File: src/rtl/cu_seq.sv
// ---------------------------------------------------------------------------
// cu_seq : multi-cycle control sequencer for the t5 accumulator CPU
//
// Steps the CPU through fetch / decode / execute. It reads the decoded op
// byte held in the instruction register and the accumulator sign bit. It
// drives one-cycle strobes and select lines to the PC, the IR and the
// accumulator/ALU. It talks to memory with a req/ack handshake.
//
// Parameters
//   ACK_TIMEOUT : max cycles a memory request may wait for mem_ack
//   CNT_W       : width of the retired-instruction counter
//
// Ports
//   clk, rst_n  : rising-edge clock, asynchronous active-low reset
//   start       : leave IDLE and begin fetching
//   op[7:0]     : IR opcode byte, [7:5] class, [4:0] long sub-op
//   acc_neg     : accumulator bit 7 (branch condition)
//   mem_ack     : single-cycle completion pulse for the current request
//   mem_rd/wr   : memory request lines, held through the ack cycle
//   addr_sel    : 0 = PC addresses memory, 1 = IR address field
//   ir_load     : latch memory data into the IR
//   pc_inc      : PC <= PC + 1
//   pc_load     : PC <= address field
//   acc_load    : accumulator <= ALU result
//   alu_op[1:0] : 00 pass memory data, 01 add, 10 clear
//   halted      : sequencer is parked in HALT
//   fault       : sticky; illegal opcode or memory ack timeout
//   instr_cnt   : retired instruction count, wraps silently
// ---------------------------------------------------------------------------
module cu_seq #(
  parameter int ACK_TIMEOUT = 15,
  parameter int CNT_W       = 16
) (
  input  logic             clk,
  input  logic             rst_n,
  input  logic             start,
  input  logic [7:0]       op,
  input  logic             acc_neg,
  input  logic             mem_ack,
  output logic             mem_rd,
  output logic             mem_wr,
  output logic             addr_sel,
  output logic             ir_load,
  output logic             pc_inc,
  output logic             pc_load,
  output logic             acc_load,
  output logic [1:0]       alu_op,
  output logic             halted,
  output logic             fault,
  output logic [CNT_W-1:0] instr_cnt
);

  // The wait counter only has to count up to ACK_TIMEOUT-1: the request
  // state is left on the cycle the count would reach ACK_TIMEOUT.
  localparam int WAIT_W = (ACK_TIMEOUT < 2) ? 1 : $clog2(ACK_TIMEOUT + 1);
  localparam logic [WAIT_W-1:0] WAIT_LAST = WAIT_W'(ACK_TIMEOUT - 1);

  // Sequencer states, 3-bit encoding
  localparam logic [2:0] S_IDLE   = 3'd0;
  localparam logic [2:0] S_FETCH  = 3'd1;
  localparam logic [2:0] S_LOADIR = 3'd2;
  localparam logic [2:0] S_DECODE = 3'd3;
  localparam logic [2:0] S_RD     = 3'd4;
  localparam logic [2:0] S_WB     = 3'd5;
  localparam logic [2:0] S_WR     = 3'd6;
  localparam logic [2:0] S_HALT   = 3'd7;

  // Instruction classes in op[7:5], matching the t5 define.v macros.
  // Classes 3'b101 and 3'b110 are unassigned and trap as illegal.
  localparam logic [2:0] CU_LDA        = 3'b000;
  localparam logic [2:0] CU_ADD        = 3'b001;
  localparam logic [2:0] CU_STA        = 3'b010;
  localparam logic [2:0] CU_JMP        = 3'b011;
  localparam logic [2:0] CU_BAN        = 3'b100;
  localparam logic [2:0] CU_LONG_BEGIN = 3'b111;

  // Sub-ops of the long class in op[4:0]
  localparam logic [4:0] SUB_NOP  = 5'd0;
  localparam logic [4:0] SUB_HALT = 5'd1;
  localparam logic [4:0] SUB_CLR  = 5'd2;

  // ALU function codes
  localparam logic [1:0] ALU_PASS  = 2'b00;
  localparam logic [1:0] ALU_ADD   = 2'b01;
  localparam logic [1:0] ALU_CLEAR = 2'b10;

  logic [2:0]        state;
  logic [2:0]        state_next;
  logic [WAIT_W-1:0] wait_cnt;
  logic              req_state;
  logic              timeout;
  logic              retire;
  logic              set_fault;

  logic [2:0] op_class;
  logic [4:0] op_sub;
  logic       long_nop;
  logic       long_halt;
  logic       long_clr;

  assign op_class  = op[7:5];
  assign op_sub    = op[4:0];
  assign long_nop  = (op_class == CU_LONG_BEGIN) && (op_sub == SUB_NOP);
  assign long_halt = (op_class == CU_LONG_BEGIN) && (op_sub == SUB_HALT);
  assign long_clr  = (op_class == CU_LONG_BEGIN) && (op_sub == SUB_CLR);

  // States that hold a memory request open and are guarded by the timeout
  assign req_state = (state == S_FETCH) || (state == S_RD) || (state == S_WR);

  // An ack on the last allowed cycle takes priority over the timeout
  assign timeout = req_state && !mem_ack && (wait_cnt == WAIT_LAST);

  // Next-state, retire and fault decisions
  always_comb begin
    state_next = state;
    retire     = 1'b0;
    set_fault  = 1'b0;
    unique case (state)
      S_IDLE: begin
        if (start) state_next = S_FETCH;
      end
      S_FETCH: begin
        if (mem_ack) begin
          state_next = S_LOADIR;
        end else if (timeout) begin
          state_next = S_HALT;
          set_fault  = 1'b1;
        end
      end
      S_LOADIR: begin
        state_next = S_DECODE;
      end
      S_DECODE: begin
        unique case (op_class)
          CU_LDA, CU_ADD: state_next = S_RD;
          CU_STA:         state_next = S_WR;
          CU_JMP, CU_BAN: begin
            retire     = 1'b1;
            state_next = S_FETCH;
          end
          CU_LONG_BEGIN: begin
            if (long_nop || long_clr) begin
              retire     = 1'b1;
              state_next = S_FETCH;
            end else if (long_halt) begin
              retire     = 1'b1;
              state_next = S_HALT;
            end else begin
              set_fault  = 1'b1;
              state_next = S_HALT;
            end
          end
          default: begin
            set_fault  = 1'b1;
            state_next = S_HALT;
          end
        endcase
      end
      S_RD: begin
        if (mem_ack) begin
          state_next = S_WB;
        end else if (timeout) begin
          state_next = S_HALT;
          set_fault  = 1'b1;
        end
      end
      S_WB: begin
        retire     = 1'b1;
        state_next = S_FETCH;
      end
      S_WR: begin
        if (mem_ack) begin
          retire     = 1'b1;
          state_next = S_FETCH;
        end else if (timeout) begin
          state_next = S_HALT;
          set_fault  = 1'b1;
        end
      end
      S_HALT: begin
        state_next = S_HALT;
      end
      default: begin
        state_next = S_IDLE;
      end
    endcase
  end

  // State register
  always_ff @(posedge clk or negedge rst_n) begin
    if (!rst_n) state <= S_IDLE;
    else        state <= state_next;
  end

  // Wait counter. Every way into a request state is a state change, so
  // clearing on any change gives a fresh count for each new request. A
  // request state is only left by a change, so the count never overflows.
  always_ff @(posedge clk or negedge rst_n) begin
    if (!rst_n) begin
      wait_cnt <= '0;
    end else if (state_next != state) begin
      wait_cnt <= '0;
    end else if (req_state && !mem_ack) begin
      wait_cnt <= wait_cnt + WAIT_W'(1);
    end
  end

  // Retired instruction counter, wraps modulo 2^CNT_W
  always_ff @(posedge clk or negedge rst_n) begin
    if (!rst_n)      instr_cnt <= '0;
    else if (retire) instr_cnt <= instr_cnt + CNT_W'(1);
  end

  // Sticky fault flag, cleared only by reset
  always_ff @(posedge clk or negedge rst_n) begin
    if (!rst_n)         fault <= 1'b0;
    else if (set_fault) fault <= 1'b1;
  end

  // Outputs decode from the registered state, so all of them fall to 0 as
  // soon as reset forces IDLE. op and acc_neg only qualify DECODE and WB.
  always_comb begin
    mem_rd   = 1'b0;
    mem_wr   = 1'b0;
    addr_sel = 1'b0;
    ir_load  = 1'b0;
    pc_inc   = 1'b0;
    pc_load  = 1'b0;
    acc_load = 1'b0;
    alu_op   = ALU_PASS;
    halted   = 1'b0;
    unique case (state)
      S_FETCH: begin
        mem_rd = 1'b1;
      end
      S_LOADIR: begin
        ir_load = 1'b1;
        pc_inc  = 1'b1;
      end
      S_DECODE: begin
        if (op_class == CU_JMP) pc_load = 1'b1;
        if (op_class == CU_BAN) pc_load = acc_neg;
        if (long_clr) begin
          acc_load = 1'b1;
          alu_op   = ALU_CLEAR;
        end
      end
      S_RD: begin
        mem_rd   = 1'b1;
        addr_sel = 1'b1;
      end
      S_WB: begin
        acc_load = 1'b1;
        alu_op   = (op_class == CU_ADD) ? ALU_ADD : ALU_PASS;
      end
      S_WR: begin
        mem_wr   = 1'b1;
        addr_sel = 1'b1;
      end
      S_HALT: begin
        halted = 1'b1;
      end
      default: begin
        halted = 1'b0;
      end
    endcase
  end

endmodule

File: config.mk
export PLATFORM = sky130hd
export DESIGN_NAME = cu_seq
export DESIGN_NICKNAME = d
export VERILOG_FILES = /design/src/rtl/cu_seq.sv
export SDC_FILE = /design/constraint.sdc
export NUM_CORES = 1
export LEC_CHECK = 0
export ABC_AREA = 1
export BUFFER_PORTS_ARGS = -buffer_cell sky130_fd_sc_hd__buf_2
export CORE_AREA = 8 8 64 66
export CTS_CLUSTER_SIZE = 16
export DETAILED_ROUTE_END_ITERATION = 10
export DIE_AREA = 0 0 72 74
export GPL_TIMING_DRIVEN = 0
export PLACE_DENSITY = 0.82
export SYNTH_ARGS = -nofsm -noshare
export SYNTH_HDL_FRONTEND = slang
export SYNTH_SLANG_ARGS = --single-unit
File: constraint.sdc
create_clock -name clk -period 4.32 [get_ports clk]
set_clock_uncertainty 0.2 [all_clocks]
set_input_delay 0 -clock clk [delete_from_list [all_inputs] [get_ports clk]]
set_output_delay 0 -clock clk [all_outputs]
set_load 0.01 [all_outputs]
==> results of run 1 <==
metal layers:
metal	wire (µm)	global-route usage, %	part of all wire, %
met5	0	0	0
met4	39	4.99	1.0
met3	139	3.23	3.6
met2	1860	26.7	48
met1	1850	18.9	48
registers in the layout, summed over array words and instances, names as in the netlist:
signal / flops
fault: 1
instr_cnt: 16
state: 3
wait_cnt: 4
worst paths after layout:
check,start,endpoint,depth (start not counted)
worst max-delay path,state[0]$_DFF_PN0_,state[0]$_DFF_PN0_,11
max in group asynchronous,rst_n,instr_cnt[6]$_DFFE_PN0P_,3
worst min register to register,instr_cnt[7]$_DFFE_PN0P_,instr_cnt[7]$_DFFE_PN0P_,2
worst min-delay path,op[5],state[1]$_DFF_PN0_,7
worst max register to register,state[0]$_DFF_PN0_,state[0]$_DFF_PN0_,11
min in group asynchronous,rst_n,instr_cnt[7]$_DFFE_PN0P_,3
synth_stat cells (2+ instances only):
| cell | n |
|---|---|
| o21ai_2 | 9 |
| inv_2 | 4 |
| buf_4 | 2 |
| o21ai_0 | 2 |
| ha_1 | 3 |
| inv_1 | 30 |
| xor2_1 | 14 |
| a21oi_1 | 6 |
| nor3_1 | 6 |
| nand4_1 | 4 |
| nor2_1 | 23 |
| nor4_1 | 4 |
| nand3_2 | 3 |
| nand3_1 | 22 |
| inv_4 | 2 |
| nand2_2 | 3 |
| dfrtp_1 | 24 |
| nand2_1 | 65 |
placed cells by master (no fill, tap or decap), drive strengths merged:
cell type and instances:
nand2 69, ha 3, and3 1, dfrtp 24
dlygate4sd3 9, nor4 4, nand4 4, a21oi 6
o21ai 12, inv 36, a211oi 1, o311ai 1
nor2 24, or2 1, xor2 14, nor3 7
nand3 25, o31ai 1, o2111ai 1, buf 43
clkbuf 4
cell type report:
type / instances / area share [%]
Multi-Input combinational cell: 174 / 44.7
Sequential cell: 24 / 28.6
Timing Repair Buffer: 48 / 13.6
Inverter: 36 / 6.67
Tap cell: 46 / 2.74
Buffer: 4 / 1.97
Clock buffer: 4 / 1.73
power by group through the flow:
stage	Sequential, mW	Clock, mW	Combinational (mW)
after global placement	0.364	0	0.621
after floorplan	0.377	0	0.447
after CTS	0.361	0.120	0.659
final	0.362	0.120	0.651
after detailed placement	0.365	0	0.639
after global routing	0.374	0.130	0.729
kinds of logic (layout without fill, tap and decap cells):
kind of cell    count (synthesis)  count (layout)  synth area share [%]
flops                          24              24                  34.9
simple gates                  135             135                  36.2
xor+xnor                       14              14                  7.12
compound gates                 22              22                  9.08
fa+ha+maj                       3               3                  2.18
buf+inv                        40              92                  10.5
through the flow:
step                cells  utilization (%)  hold WS, ns
global route          336             66.1       0.0554
CTS                   336             66.1     0.000499
finish                336             66.1      0.00460
floorplan             238                -       -0.496
detailed placement    323             62.1       -0.192
global placement      323             62.1       -0.191
critical path, delay by kind of cell, from the launching register on:
family / cells / cell delay (ns)
buffers and inverters: 3 / 0.77
AND/OR/NAND/NOR: 8 / 0.80
flip-flops: 1 / 0.39
==> results.tsv, run 1 <==
stage	metric	value	unit
outcome	status	complete, no violations	
placement	Setup WS pre-CTS	2.19	ns
power	Cell Pwr Density	539	nW/µm²
worst_setup_path	CP cell instances	buf_4, nor2_1, nand2_1, nand3_2, nand3_2, nand2_1, nand2_1, nand2_1, nand2_1, dlygate4sd3_1, inv_1	
synth	Synth area leaders	dfrtp_1, nand2_1, xor2_1	
floorplan	Die W	72	µm
clock_network	Num CTS Buffers	3	
worst_setup_path	Worst Path Max Fanout	9	
finish	layout cells sized above 1	24.8	%
synth	Post-Syn Instances	238	
placement	dpl cell area	1970	µm²
power	LEAKAGE	1.09	nW
sta	Final Hold Viols	0	
worst_setup_path	Top cell by count, worst path	nand2_1	
detailed_routing	via count	1676	
synth	post-synthesis sequential area ratio	34.9	%
finish	NumNets Final	307	
detailed_routing	Pre-Repair DR Iteration Count	4	
synth	Top FF cell, synth	dfrtp_1	
synth	Synth top area share	34.9	%
placement	post-DP HPWL	3010	µm
sta	worst slew pin tran	1.05	ns
power	net switching power	0.542	mW
finish	footprint of the multi-input gates	940	µm²
floorplan	Die Ht	74	µm
worst_setup_path	max incr delay on CP	0.55	ns
sta	fin crit share	50.7	%
finish	Layout Area Growth over Synthesis	22.0	%
detailed_routing	WL final	3890	µm
synth	Syn Nets	254	
clock_network	clock sinks	24	
synth	biggest area consumer among synthesized cells	dfrtp_1	
sta	Setup WS post-layout	2.13	ns
worst_setup_path	Worst Path Arrival	2.26	ns
detailed_routing	Initial DRC Count	85	
synth	Mean Syn Cell Area	7.23	µm²
sta	Slew Limit Fails	0	
global_routing	vias in the first global route	1576	
synth	synth warn	0	
placement	IO Port Bufs	39	
power	sequential share of power	31.9	%
synth	#FFs+latches synth	24	
floorplan	die footprint	5330	µm²
worst_setup_path	Data required, critical path	4.39	ns
sta	fmax	456	MHz
global_routing	GRT Total Usage	15.5	%
flow_run	Max-cap violations	0	
clock_network	H-tree depth	1	
global_routing	antenna violations before repair	0	
power	peak supply drop	0.000293	V
power	Clock power frac	10.6	%
worst_setup_path	CP max-delay cell	dlygate4sd3_1	
sta	Fin Setup TNS	0	ns
clock_network	clock latency on the worst-skew pair	0.32	ns
finish	Final Instance Area	2100	µm²
clock_network	TritonCTS clock tree	done	
floorplan	initial core utilization	54.2	%
sta	Final Setup Violations	0	
power	Gate power share	57.5	%
synth	Async S/R FF share, synth	100	%
placement	GPL Wtd Cong	0.868	
synth	area of the mapped netlist	1720	µm²
worst_setup_path	R2R setup slack	2.13	ns
power	Switching Fraction	47.9	%
synth	post-synth cell types	30	
global_routing	first-pass GRT wire length	6730	µm
floorplan	Ports	40	
detailed_routing	Routed Antenna Nets	0	
synth	EDFF count, synth	0	
clock_network	clock root buffer master	clkbuf_4	
detailed_routing	drt via density	4.99	
global_routing	Congestion Overflow GR	0	
worst_hold_path	min-delay worst type	input pin to flip-flop	
power	Tot Pwr	1.13	mW
clock_network	clock-pin slew on the worst setup and hold paths	0.13	ns
worst_setup_path	Crit. End Element	flip-flop	
floorplan	Placeable Area	3180	µm²
worst_setup_path	Worst Setup Start Kind	flip-flop	
finish	register area	601	µm²
sta	Rel. slew slack	29.6	%
finish	ant diodes	0	
clock_network	Clock Tree Buf Depth	2	
worst_setup_path	crit path kind	flip-flop to flip-flop	
detailed_routing	Residual DRC	0	
power	internal cell power	0.591	mW
sta	RSZ-0062 raised after global routing	no	
clock_network	cts repair resizes	0	
sta	minimum clock period	2.19	ns
clock_network	Hold-fix buffers, CTS	9	
clock_network	Setup Buffers After CTS	0	
floorplan	number of core rows	21	
finish	FILL cells	296	
global_routing	largest net degree at the start of global routing	25	
detailed_routing	detailed-route wire length per cell	11.6	µm
Power figures use the tool's default switching activity.
==> run 2: changes to the inputs <==
--- a/config.mk
+++ b/config.mk
@@ -7,12 +7,12 @@
 export LEC_CHECK = 0
 export ABC_AREA = 1
 export BUFFER_PORTS_ARGS = -buffer_cell sky130_fd_sc_hd__buf_2
-export CORE_AREA = 8 8 64 66
+export CORE_AREA = 8 8 66 68
 export CTS_CLUSTER_SIZE = 16
 export DETAILED_ROUTE_END_ITERATION = 10
-export DIE_AREA = 0 0 72 74
+export DIE_AREA = 0 0 74 76
 export GPL_TIMING_DRIVEN = 0
-export PLACE_DENSITY = 0.82
+export PLACE_DENSITY = 0.78
 export SYNTH_ARGS = -nofsm -noshare
 export SYNTH_HDL_FRONTEND = slang
 export SYNTH_SLANG_ARGS = --single-unit
==> constraint.sdc (replaced) <==
create_clock -name clk -period 2.19 [get_ports clk]
set_clock_uncertainty 0.2 [all_clocks]
set_input_delay 0 -clock clk [delete_from_list [all_inputs] [get_ports clk]]
set_output_delay 0 -clock clk [all_outputs]
set_load 0.01 [all_outputs]
==> results.tsv, run 2 (same netlist as run 1, synthesis figures left out) <==
stage	metric	value	unit	change
outcome	status	complete, but fails checks		
outcome	failing checks	negative hold slack		
sta	Slew Limit Fails	0		unchanged
worst_setup_path	Crit. End Element	flip-flop		
placement	IO Port Bufs	39		unchanged
sta	minimum clock period	2.07	ns	-0.123 ns
finish	max reg flops	16		unchanged
global_routing	largest net degree at the start of global routing	25		unchanged
global_routing	GRT Total Usage	14.1	%	-1.4 points
global_routing	Congestion Overflow GR	0		unchanged
worst_setup_path	Data required, critical path	2.25	ns	-2.14 ns
worst_setup_path	Worst Setup Start Kind	flip-flop		
detailed_routing	Initial DRC Count	82		-3.5%
finish	post-route insts no fill	337		+0.30%
worst_setup_path	R2R setup slack	0.12	ns	-2.01 ns
finish	largest registers	instr_cnt: 16 flops, wait_cnt: 4 flops, state: 3 flops		
finish	Layout Area Growth over Synthesis	25.7	%	
worst_setup_path	Worst Path Max Fanout	7		-2
power	Cell Pwr Density	1070	nW/µm²	+99%
clock_network	H-tree depth	1		unchanged
clock_network	clock latency on the worst-skew pair	0.31	ns	about the same
power	Tot Pwr	2.32	mW	+110%
worst_setup_path	Crit Reg-Reg Endpoint	fault$_DFFE_PN0P_		
global_routing	vias in the first global route	1566		-0.63%
worst_setup_path	R2R cell count	4		-7
clock_network	clock root buffer master	clkbuf_4		
detailed_routing	drt via density	5.08		+1.8%
finish	ant diodes	0		unchanged
detailed_routing	Routed Antenna Nets	0		unchanged
power	peak supply drop	0.000742	V	+150%
floorplan	Placeable Area	3440	µm²	+8.2%
sta	hold slack	-0.0320	ns	-0.0366 ns
sta	Fin Setup TNS	0	ns	unchanged
worst_hold_path	min-delay worst type	input pin to async pin		
finish	most frequent cells in the layout	nand2_1, buf_2, inv_1		
floorplan	die footprint	5620	µm²	+5.6%
floorplan	initial core utilization	50.0	%	-4.1 points
worst_setup_path	worst flop-to-flop path startpoint	state[2]$_DFF_PN0_		
placement	Setup WS pre-CTS	0.0563	ns	-2.13 ns
worst_setup_path	crit path kind	flip-flop to flip-flop		
worst_setup_path	Worst Path Arrival	2.13	ns	-0.13 ns
global_routing	first-pass GRT wire length	6600	µm	-1.9%
sta	worst slew pin tran	0.518	ns	-0.536 ns
detailed_routing	Residual DRC	0		unchanged
finish	FILL cells	318		+7.4%
finish	layout cells sized above 1	27.7	%	+2.9 points
sta	fin crit share	94.4	%	+44 points
floorplan	Die W	74	µm	+2.8%
detailed_routing	WL final	4000	µm	+2.9%
detailed_routing	Pre-Repair DR Iteration Count	7		+3
clock_network	clock-pin slew on the worst setup and hold paths	0.14	ns	about the same
detailed_routing	detailed-route wire length per cell	11.9	µm	+2.6%
global_routing	antenna violations before repair	0		unchanged
placement	post-DP HPWL	2970	µm	-1.1%
floorplan	Ports	40		unchanged
floorplan	number of core rows	22		+4.8%
finish	commonest non-fill, non-tap cell in the layout	nand2_1		
floorplan	Die Ht	76	µm	+2.7%
power	LEAKAGE	1.11	nW	+1.7%
flow_run	Max-cap violations	0		unchanged
placement	GPL Wtd Cong	0.849		-2.2%
finish	NumNets Final	306		-0.33%
clock_network	Clock Tree Buf Depth	2		unchanged
sta	Final Setup Violations	0		unchanged
placement	Placed Instances	325		+0.62%
finish	final core utilization	62.9	%	-3.2 points
sta	Final Hold Viols	24		+24
finish	Top reg by flops	instr_cnt		
sta	Setup WS post-layout	0.122	ns	-2.01 ns
clock_network	TritonCTS clock tree	done		
detailed_routing	via count	1712		+2.1%
sta	fmax	484	MHz	+5.9%
sta	Rel. slew slack	65.5	%	+36 points
clock_network	Num CTS Buffers	3		unchanged
clock_network	clock sinks	24		unchanged
## run 2: per-stage QoR
| stage | hold slack [ns] | instance area (µm²) |
|---|---|---|
| detailed placement | -0.178 | 1980 |
| global placement | -0.189 | 1980 |
| floorplan | -0.496 | 1720 |
| global route | 0.0365 | 2160 |
| finish | -0.0320 | 2160 |
| CTS | 0.00536 | 2090 |
## run 2: cell type report
| type | instances | area, µm² | share of cell area, % |
|---|---|---|---|
| plain buffers | 4 | 41.3 | 1.91 |
| clock buffers | 4 | 36.3 | 1.68 |
| inverters | 36 | 145 | 6.71 |
| multi-input cells | 174 | 992 | 45.9 |
| flip-flops and latches | 24 | 603 | 27.9 |
| well taps | 48 | 60.1 | 2.78 |
| repair buffers | 47 | 285 | 13.2 |
## run 2: report_power, final
group | leakage (nW) | switching, mW | total (mW) | internal [mW]
logic | 0.777 | 0.851 | 1.36 | 0.506
clock network | 0.0210 | 0.136 | 0.237 | 0.102
registers | 0.313 | 0.152 | 0.729 | 0.577
total | 1.11 | 1.14 | 2.32 | 1.18
## run 2: worst max-delay path by stage
stage	cells after the start	start	to	slack [ns]
floorplan	14	state[0]$_DFF_PN0_	instr_cnt[11]$_DFFE_PN0P_	0.28
global placement	14	state[0]$_DFF_PN0_	instr_cnt[11]$_DFFE_PN0P_	0.08
detailed placement	14	state[0]$_DFF_PN0_	instr_cnt[12]$_DFFE_PN0P_	0.06
CTS	14	state[0]$_DFF_PN0_	instr_cnt[12]$_DFFE_PN0P_	0.04
global route	6	state[0]$_DFF_PN0_	fault$_DFFE_PN0P_	-0.0008
finish	4	state[2]$_DFF_PN0_	fault$_DFFE_PN0P_	0.12
## run 2: repair_timing
action,4_1_cts,5_1_grt
endpoints found under the setup margin,0,20
hold buffers,8,0
buffers inserted,0,2
resized for setup,0,17
endpoints found under the hold margin,32,0
## run 2: metal layers
layer / vias up / track usage (%) / share of wire [%]
met5: - / 0 / 0
met4: 0 / 5.00 / 1.5
met3: 6 / 2.63 / 6.0
met2: 56 / 23.8 / 49
met1: 774 / 17.1 / 43
li1: 876 / - / -
## run 2: worst max-delay path, stage by stage, from the launching register on
cell and delay (ns):
dfrtp_2 0.53, nor3_4 0.32, inv_1 0.11, o311ai_1 0.28, dlygate4sd3_1 0.58
